===== src/rtl/disp2depth_if.sv =====
// disp2depth_if: disparity-in / depth-out handshake bundle for disp2depth.
interface disp2depth_if #(parameter int DW = 6, parameter int AW = 11, parameter int ZW = 16);
    logic          d_valid;
    logic          d_ready;
    logic [DW-1:0] d;
    logic [AW-1:0] d_addr;
    logic          d_sol;
    logic          z_valid;
    logic          z_ready;
    logic [ZW-1:0] z;
    logic [AW-1:0] z_addr;
    logic          busy;
    modport master (output d_valid, d, d_addr, d_sol, z_ready,
                    input  d_ready, z_valid, z, z_addr, busy);
    modport slave  (input  d_valid, d, d_addr, d_sol, z_ready,
                    output d_ready, z_valid, z, z_addr, busy);
endinterface


===== src/rtl/disp2depth.sv =====
// disp2depth: depth z = floor(K/d) via a one-bit-per-clock restoring divider; d==0 saturates.
// Define D2D_MEDIAN3_EN to pass accepted disparities through a causal per-line 3-tap median.
module disp2depth #(
    parameter int DW = 6,
    parameter int AW = 11,
    parameter int ZW = 16,
    parameter int K  = 4096
) (
    input logic        clk,
    input logic        rst_n,
    disp2depth_if.slave io
);
    localparam int CW = $clog2(ZW);
    typedef enum logic [1:0] {IDLE, DIV, OUT} state_t;
    state_t        state_q, state_d;
    logic [CW-1:0] cnt_q, cnt_d;
    logic [DW:0]   rem_q, rem_d, sh;
    logic [ZW-1:0] quo_q, quo_d, z_q, z_d;
    logic [DW-1:0] dv_q, dv_d, eff;
    logic [AW-1:0] addr_q, addr_d;
    logic          acc, ge;
    assign acc = io.d_valid && state_q == IDLE;
`ifdef D2D_MEDIAN3_EN
    logic [DW-1:0] h1_q, h1_d, h2_q, h2_d, lo, hi;
    logic [1:0]    hc_q, hc_d;
    // Median of (h2, h1, d) is d clamped into [min(h2,h1), max(h2,h1)].
    always_comb begin
        lo   = h2_q < h1_q ? h2_q : h1_q;
        hi   = h2_q < h1_q ? h1_q : h2_q;
        eff  = (io.d_sol || hc_q != 2'd2) ? io.d : (io.d < lo ? lo : (io.d > hi ? hi : io.d));
        h1_d = acc ? io.d : h1_q;
        h2_d = acc ? (io.d_sol ? '0 : h1_q) : h2_q;
        hc_d = !acc ? hc_q : (io.d_sol ? 2'd1 : (hc_q == 2'd2 ? 2'd2 : hc_q + 2'd1));
    end
    always_ff @(posedge clk or negedge rst_n) begin
        if (!rst_n) begin
            h1_q <= '0;
            h2_q <= '0;
            hc_q <= '0;
        end else begin
            h1_q <= h1_d;
            h2_q <= h2_d;
            hc_q <= hc_d;
        end
    end
`else
    logic unused_sol;
    assign unused_sol = io.d_sol;
    assign eff = io.d;
`endif
    assign sh = {rem_q[DW-1:0], quo_q[ZW-1]};
    assign ge = sh >= {1'b0, dv_q};
    always_comb begin
        state_d = state_q;
        cnt_d   = cnt_q;
        rem_d   = rem_q;
        quo_d   = quo_q;
        dv_d    = dv_q;
        addr_d  = addr_q;
        z_d     = z_q;
        if (acc) begin
            dv_d    = eff;
            addr_d  = io.d_addr;
            rem_d   = '0;
            quo_d   = ZW'(K);
            cnt_d   = CW'(ZW - 1);
            state_d = eff == '0 ? OUT : DIV;
            z_d     = eff == '0 ? '1 : z_q;
        end
        if (state_q == DIV) begin
            rem_d = ge ? sh - {1'b0, dv_q} : sh;
            quo_d = {quo_q[ZW-2:0], ge};
            cnt_d = cnt_q - 1'b1;
            if (cnt_q == '0) begin
                state_d = OUT;
                z_d     = {quo_q[ZW-2:0], ge};
            end
        end
        if (state_q == OUT && io.z_ready) state_d = IDLE;
    end
    always_ff @(posedge clk or negedge rst_n) begin
        if (!rst_n) begin
            state_q <= IDLE;
            cnt_q   <= '0;
            rem_q   <= '0;
            quo_q   <= '0;
            dv_q    <= '0;
            addr_q  <= '0;
            z_q     <= '0;
        end else begin
            state_q <= state_d;
            cnt_q   <= cnt_d;
            rem_q   <= rem_d;
            quo_q   <= quo_d;
            dv_q    <= dv_d;
            addr_q  <= addr_d;
            z_q     <= z_d;
        end
    end
    assign io.d_ready = state_q == IDLE;
    assign io.z_valid = state_q == OUT;
    assign io.busy    = state_q != IDLE;
    assign io.z       = z_q;
    assign io.z_addr  = addr_q;
endmodule


===== src/flat_wrapper.sv =====
// flat-port wrapper written by rule: the top's interface ports become plain ports
module disp2depth_flat 
#(
    parameter int DW = 6,
    parameter int AW = 11,
    parameter int ZW = 16,
    parameter int K  = 4096
)
  (clk, rst_n, io_d_valid, io_d, io_d_addr, io_d_sol, io_z_ready, io_d_ready, io_z_valid, io_z, io_z_addr, io_busy);
  disp2depth_if #(.DW(DW), .AW(AW), .ZW(ZW)) io_i ();
  input logic clk;
  input logic rst_n;
  input wire logic [$bits(io_i.d_valid)-1:0] io_d_valid;
  input wire logic [$bits(io_i.d)-1:0] io_d;
  input wire logic [$bits(io_i.d_addr)-1:0] io_d_addr;
  input wire logic [$bits(io_i.d_sol)-1:0] io_d_sol;
  input wire logic [$bits(io_i.z_ready)-1:0] io_z_ready;
  output wire logic [$bits(io_i.d_ready)-1:0] io_d_ready;
  output wire logic [$bits(io_i.z_valid)-1:0] io_z_valid;
  output wire logic [$bits(io_i.z)-1:0] io_z;
  output wire logic [$bits(io_i.z_addr)-1:0] io_z_addr;
  output wire logic [$bits(io_i.busy)-1:0] io_busy;
  assign io_i.d_valid = io_d_valid;
  assign io_i.d = io_d;
  assign io_i.d_addr = io_d_addr;
  assign io_i.d_sol = io_d_sol;
  assign io_i.z_ready = io_z_ready;
  assign io_d_ready = io_i.d_ready;
  assign io_z_valid = io_i.z_valid;
  assign io_z = io_i.z;
  assign io_z_addr = io_i.z_addr;
  assign io_busy = io_i.busy;
  disp2depth #(.DW(DW), .AW(AW), .ZW(ZW), .K(K)) u_core (.clk(clk), .rst_n(rst_n), .io(io_i));
endmodule

===== config.mk =====
export PLATFORM = sky130hd
export DESIGN_NAME = disp2depth_flat
export DESIGN_NICKNAME = d
export VERILOG_FILES = /design/src/rtl/disp2depth_if.sv /design/src/rtl/disp2depth.sv /design/src/flat_wrapper.sv
export SDC_FILE = /design/constraint.sdc
export NUM_CORES = 1
export LEC_CHECK = 0
export ABC_AREA = 0
export BUFFER_PORTS_ARGS = -buffer_cell sky130_fd_sc_hd__clkbuf_2
export CAP_MARGIN = 40
export CORE_UTILIZATION = 42
export CTS_CLUSTER_SIZE = 30
export DETAILED_ROUTE_END_ITERATION = 8
export PLACE_DENSITY = 0.77
export REMOVE_ABC_BUFFERS = 1
export SLEW_MARGIN = 20
export SYNTH_ARGS = -nofsm -noshare
export SYNTH_HDL_FRONTEND = slang
export SYNTH_SLANG_ARGS = --single-unit

===== constraint.sdc =====
create_clock -name clk -period 1.72 [get_ports clk]
set_input_delay 0.086 -clock clk [delete_from_list [all_inputs] [get_ports clk]]
set_output_delay 0.086 -clock clk [all_outputs]
set_load 0.01 [all_outputs]

==> metrics.cfg <==
[timing]
fin_crit_ps = 1840
slew_violations = 0
hold_violations = 0
rsz0062_at_grt = true
fin_ws_ps = -123
setup_tns_ps = -137
skew_ps = 7.84
worst_pin_slew_ps = 584
setup_viol = 3
slew_headroom = 0.608
fmax_mhz = 543
period_share = 1.07

[final_layout]
area_growth_pct = 35.2
drive_above_1_share = 0.297
final_nets = 386
final_cells = 437
multi_input_area_mm2 = 0.00121
diodes = 0
regArea_mm2 = 0.00153
final_area_mm2 = 0.00369
fillCellCount = 527

[power]
p_comb_frac = 0.499
p_clk_frac = 0.174
swShare = 0.396
p_per_area_mw_per_mm2 = 2170
netSwitchingPower_w = 0.00317
ir_drop_mv = 1.34
internal_power_w = 0.00484
p_seq_frac = 0.326
p_leak_nw = 1.77

[global_route]
grt_start_max_net_pins = 42
track_usage = 0.212
grt_pass1_wl_mm = 10.5
grt_busiest_layer = met2
met1_usage = 0.264
use_met3 = 0.0593
grtUsageMet2 = 0.337
grt_pass1_vias = 2253
grt_antenna_before_repair = 0
globalRoute.totalOverflow = 0

[setup_path]
crit_path_max_incr_delay_ps = 370
worst_setup_path_start_kind = register
reg2reg_depth = 9
cp_slowest_cell = dfrtp_1
cpLargestDelayFamily = compound AO/OA/AOI/OAI gates
cp.arrival_ps = 2110
reg2reg_slack_ps = -120
path_max_fanout = 2
criticalPathCategory = register to register
path_buf_inv = 2
rr_endpoint = u_core.rem_q[4]$_DFFE_PN0P_
worst_setup_path_end_kind = register
critical_path.cell_chain = inv_2 -> ha_4 -> inv_1 -> fa_2 -> a21o_1 -> a21oi_2 -> xnor2_1 -> mux2i_1 -> o21ai_1
cp_num_cells = 9
worstPathRequired_ps = 1990
r2r_start = u_core.quo_q[15]$_DFFE_PN0P_

[status]
status = finished with violations
violations = setup timing

[drt]
drt_iter0_drc = 201
vias = 2366
wire_per_inst_um = 15.2
drt_wl_total_mm = 6.64
vias_per_cell = 5.41
drtPass1Iterations = 5
antenna_left = 0
drcViolationCount = 0

[clock_tree]
root_buffer = clkbuf_8
cts_buffer_depth = 2
cts_tree = built
clkTransAtPathRegs_ps = 70
numCtsBuffers = 9
clkLatencyLatePin_ps = 340
htree_levels = 3
cts.sinks = 61

[yosys]
synth_area_leader_cell = dfrtp_1
ys.flop_type = dfrtp_1
syn_avg_cell_area_um2 = 10.1
yosys.cell_types.count = 37
synthTopCellsByArea = dfrtp_1 56%, nand2_1 10%, o22a_1 5.1%
yosys_warnings = 0
netlist_instances = 270
synth_edf_count = 0
seq_area_frac_synth = 0.559
synth-async-reset-ratio = 1.00
synth_area_mm2 = 0.00273
synth_top_area_share = 0.559
synth-seq-cells = 61

[place]
place_area_mm2 = 0.00316
place_hpwl_mm = 3.98
dp_cells = 402
io_buffers = 50
gp_congestion = 0.879

[worst_hold_path]
min-delay-start = io_d_valid
hold_path.class = input pin to register
whs_path_depth = 3
min_to = u_core.state_q[0]$_DFF_PN0_

[floorplanning]
core_mm2 = 0.00631
row_count = 29
die_w_um = 82.6
ioPinCount = 52
die_h_um = 82.6
die-area_mm2 = 0.00683
initial_utilization = 0.433

[run]
drv_cap = 0

Yosys cell counts, types with 2 or more instances:
cell,count
a31oi_1,3
a21oi_1,7
nand2_1,76
a21o_1,3
nor4_1,2
inv_1,12
o21ai_4,2
o22a_1,16
dfrtp_1,61
nor3b_1,2
buf_2,4
clkbuf_1,6
xor2_1,2
o21ai_1,5
nand3_1,3
mux2i_1,6
nand2b_1,3
o21ai_0,22
o211ai_1,2
ha_1,7
nor2_1,10
registers in the layout, indices dropped and copies added (netlist names):
register          count
u_core.cnt_q          4
u_core.dv_q           6
u_core.io.z          16
u_core.io.z_addr     11
u_core.quo_q         16
u_core.rem_q          6
u_core.state_q        2
worst max path at each step:
stage	end	slack, ps	startpoint
2_1_floorplan	u_core.rem_q[4]$_DFFE_PN0P_	-10	u_core.quo_q[15]$_DFFE_PN0P_
3_3_place_gp	u_core.rem_q[4]$_DFFE_PN0P_	-30	u_core.quo_q[15]$_DFFE_PN0P_
3_5_place_dp	u_core.rem_q[4]$_DFFE_PN0P_	-120	u_core.quo_q[15]$_DFFE_PN0P_
4_1_cts	u_core.rem_q[5]$_DFFE_PN0P_	-2	u_core.dv_q[0]$_DFFE_PN0N_
5_1_grt	u_core.rem_q[4]$_DFFE_PN0P_	-180	u_core.quo_q[15]$_DFFE_PN0P_
6_report	u_core.rem_q[4]$_DFFE_PN0P_	-120	u_core.quo_q[15]$_DFFE_PN0P_
repair_timing:
item	in CTS	in global routing
buffers inserted	0	1
pin swaps	6	4
setup endpoints to repair	6	7
resized for setup	13	9
hold buffers	19	0
endpoints found under the hold margin	38	0
metrics by stage:
step                      setup slack (ps)  hold WS [ps]   util  total power [W]
after floorplan                      -12.1          -210      -          0.00473
after global placement               -30.1          91.4  0.501          0.00576
after detailed placement              -122          96.1  0.501          0.00595
after CTS                            -2.18           127  0.577          0.00768
after global routing                  -178           180  0.585          0.00855
final                                 -123           141  0.585          0.00801
layer usage:
layer	share of wire	vias up
li1	-	1085
met5	0	-
met3	0.044	21
met2	0.51	85
met1	0.41	1175
met4	0.028	0
power groups by stage:
stage               clock, W  sequential, W  combinational [W]
global placement           0        0.00257            0.00319
finish               0.00140        0.00261            0.00400
detailed placement         0        0.00260            0.00335
floorplan                  0        0.00266            0.00207
global route         0.00148        0.00271            0.00436
CTS                  0.00142        0.00260            0.00366
cell usage in the layout, fill, tap and decap left out, types with 5 or more instances in the layout:
master,netlist,routed
nand2_1,76,76
dfrtp_1,61,60
clkbuf_2,0,50
o21ai_0,22,21
dlygate4sd3_1,0,19
o22a_1,16,16
buf_4,0,16
clkbuf_8,0,10
inv_1,12,9
nor2_1,10,9
mux2i_1,6,6
a21oi_1,7,5
o21ai_1,5,5
ha_4,0,5
cells by family (layout without fill, tap and decap cells):
group                    count (synthesis)  count (layout)  share of synthesized area
XOR/XNOR                                 3               3                    0.00962
adder cells (fa/ha/maj)                  8               8                     0.0394
flip-flops                              61              61                      0.559
AO/OA/AOI/OAI                           64              64                      0.162
multiplexers                             7               7                     0.0261
AND/OR/NAND/NOR                        103             103                      0.162
buffers and inverters                   24             114                     0.0417
tightest hold or removal path, stage by stage:
cell and delay [ps]:
clkbuf_2 120, a31oi_1 170, a21oi_1 60
layout make-up:
class | count | share of cell area
Clock buffer | 11 | 0.0383
Clock inverter | 4 | 0.0197
Inverter | 12 | 0.0122
Multi-Input combinational cell | 185 | 0.327
Sequential cell | 61 | 0.414
Tap cell | 77 | 0.0261
Timing Repair Buffer | 87 | 0.163
No activity file was read; power rests on OpenSTA's default activity.
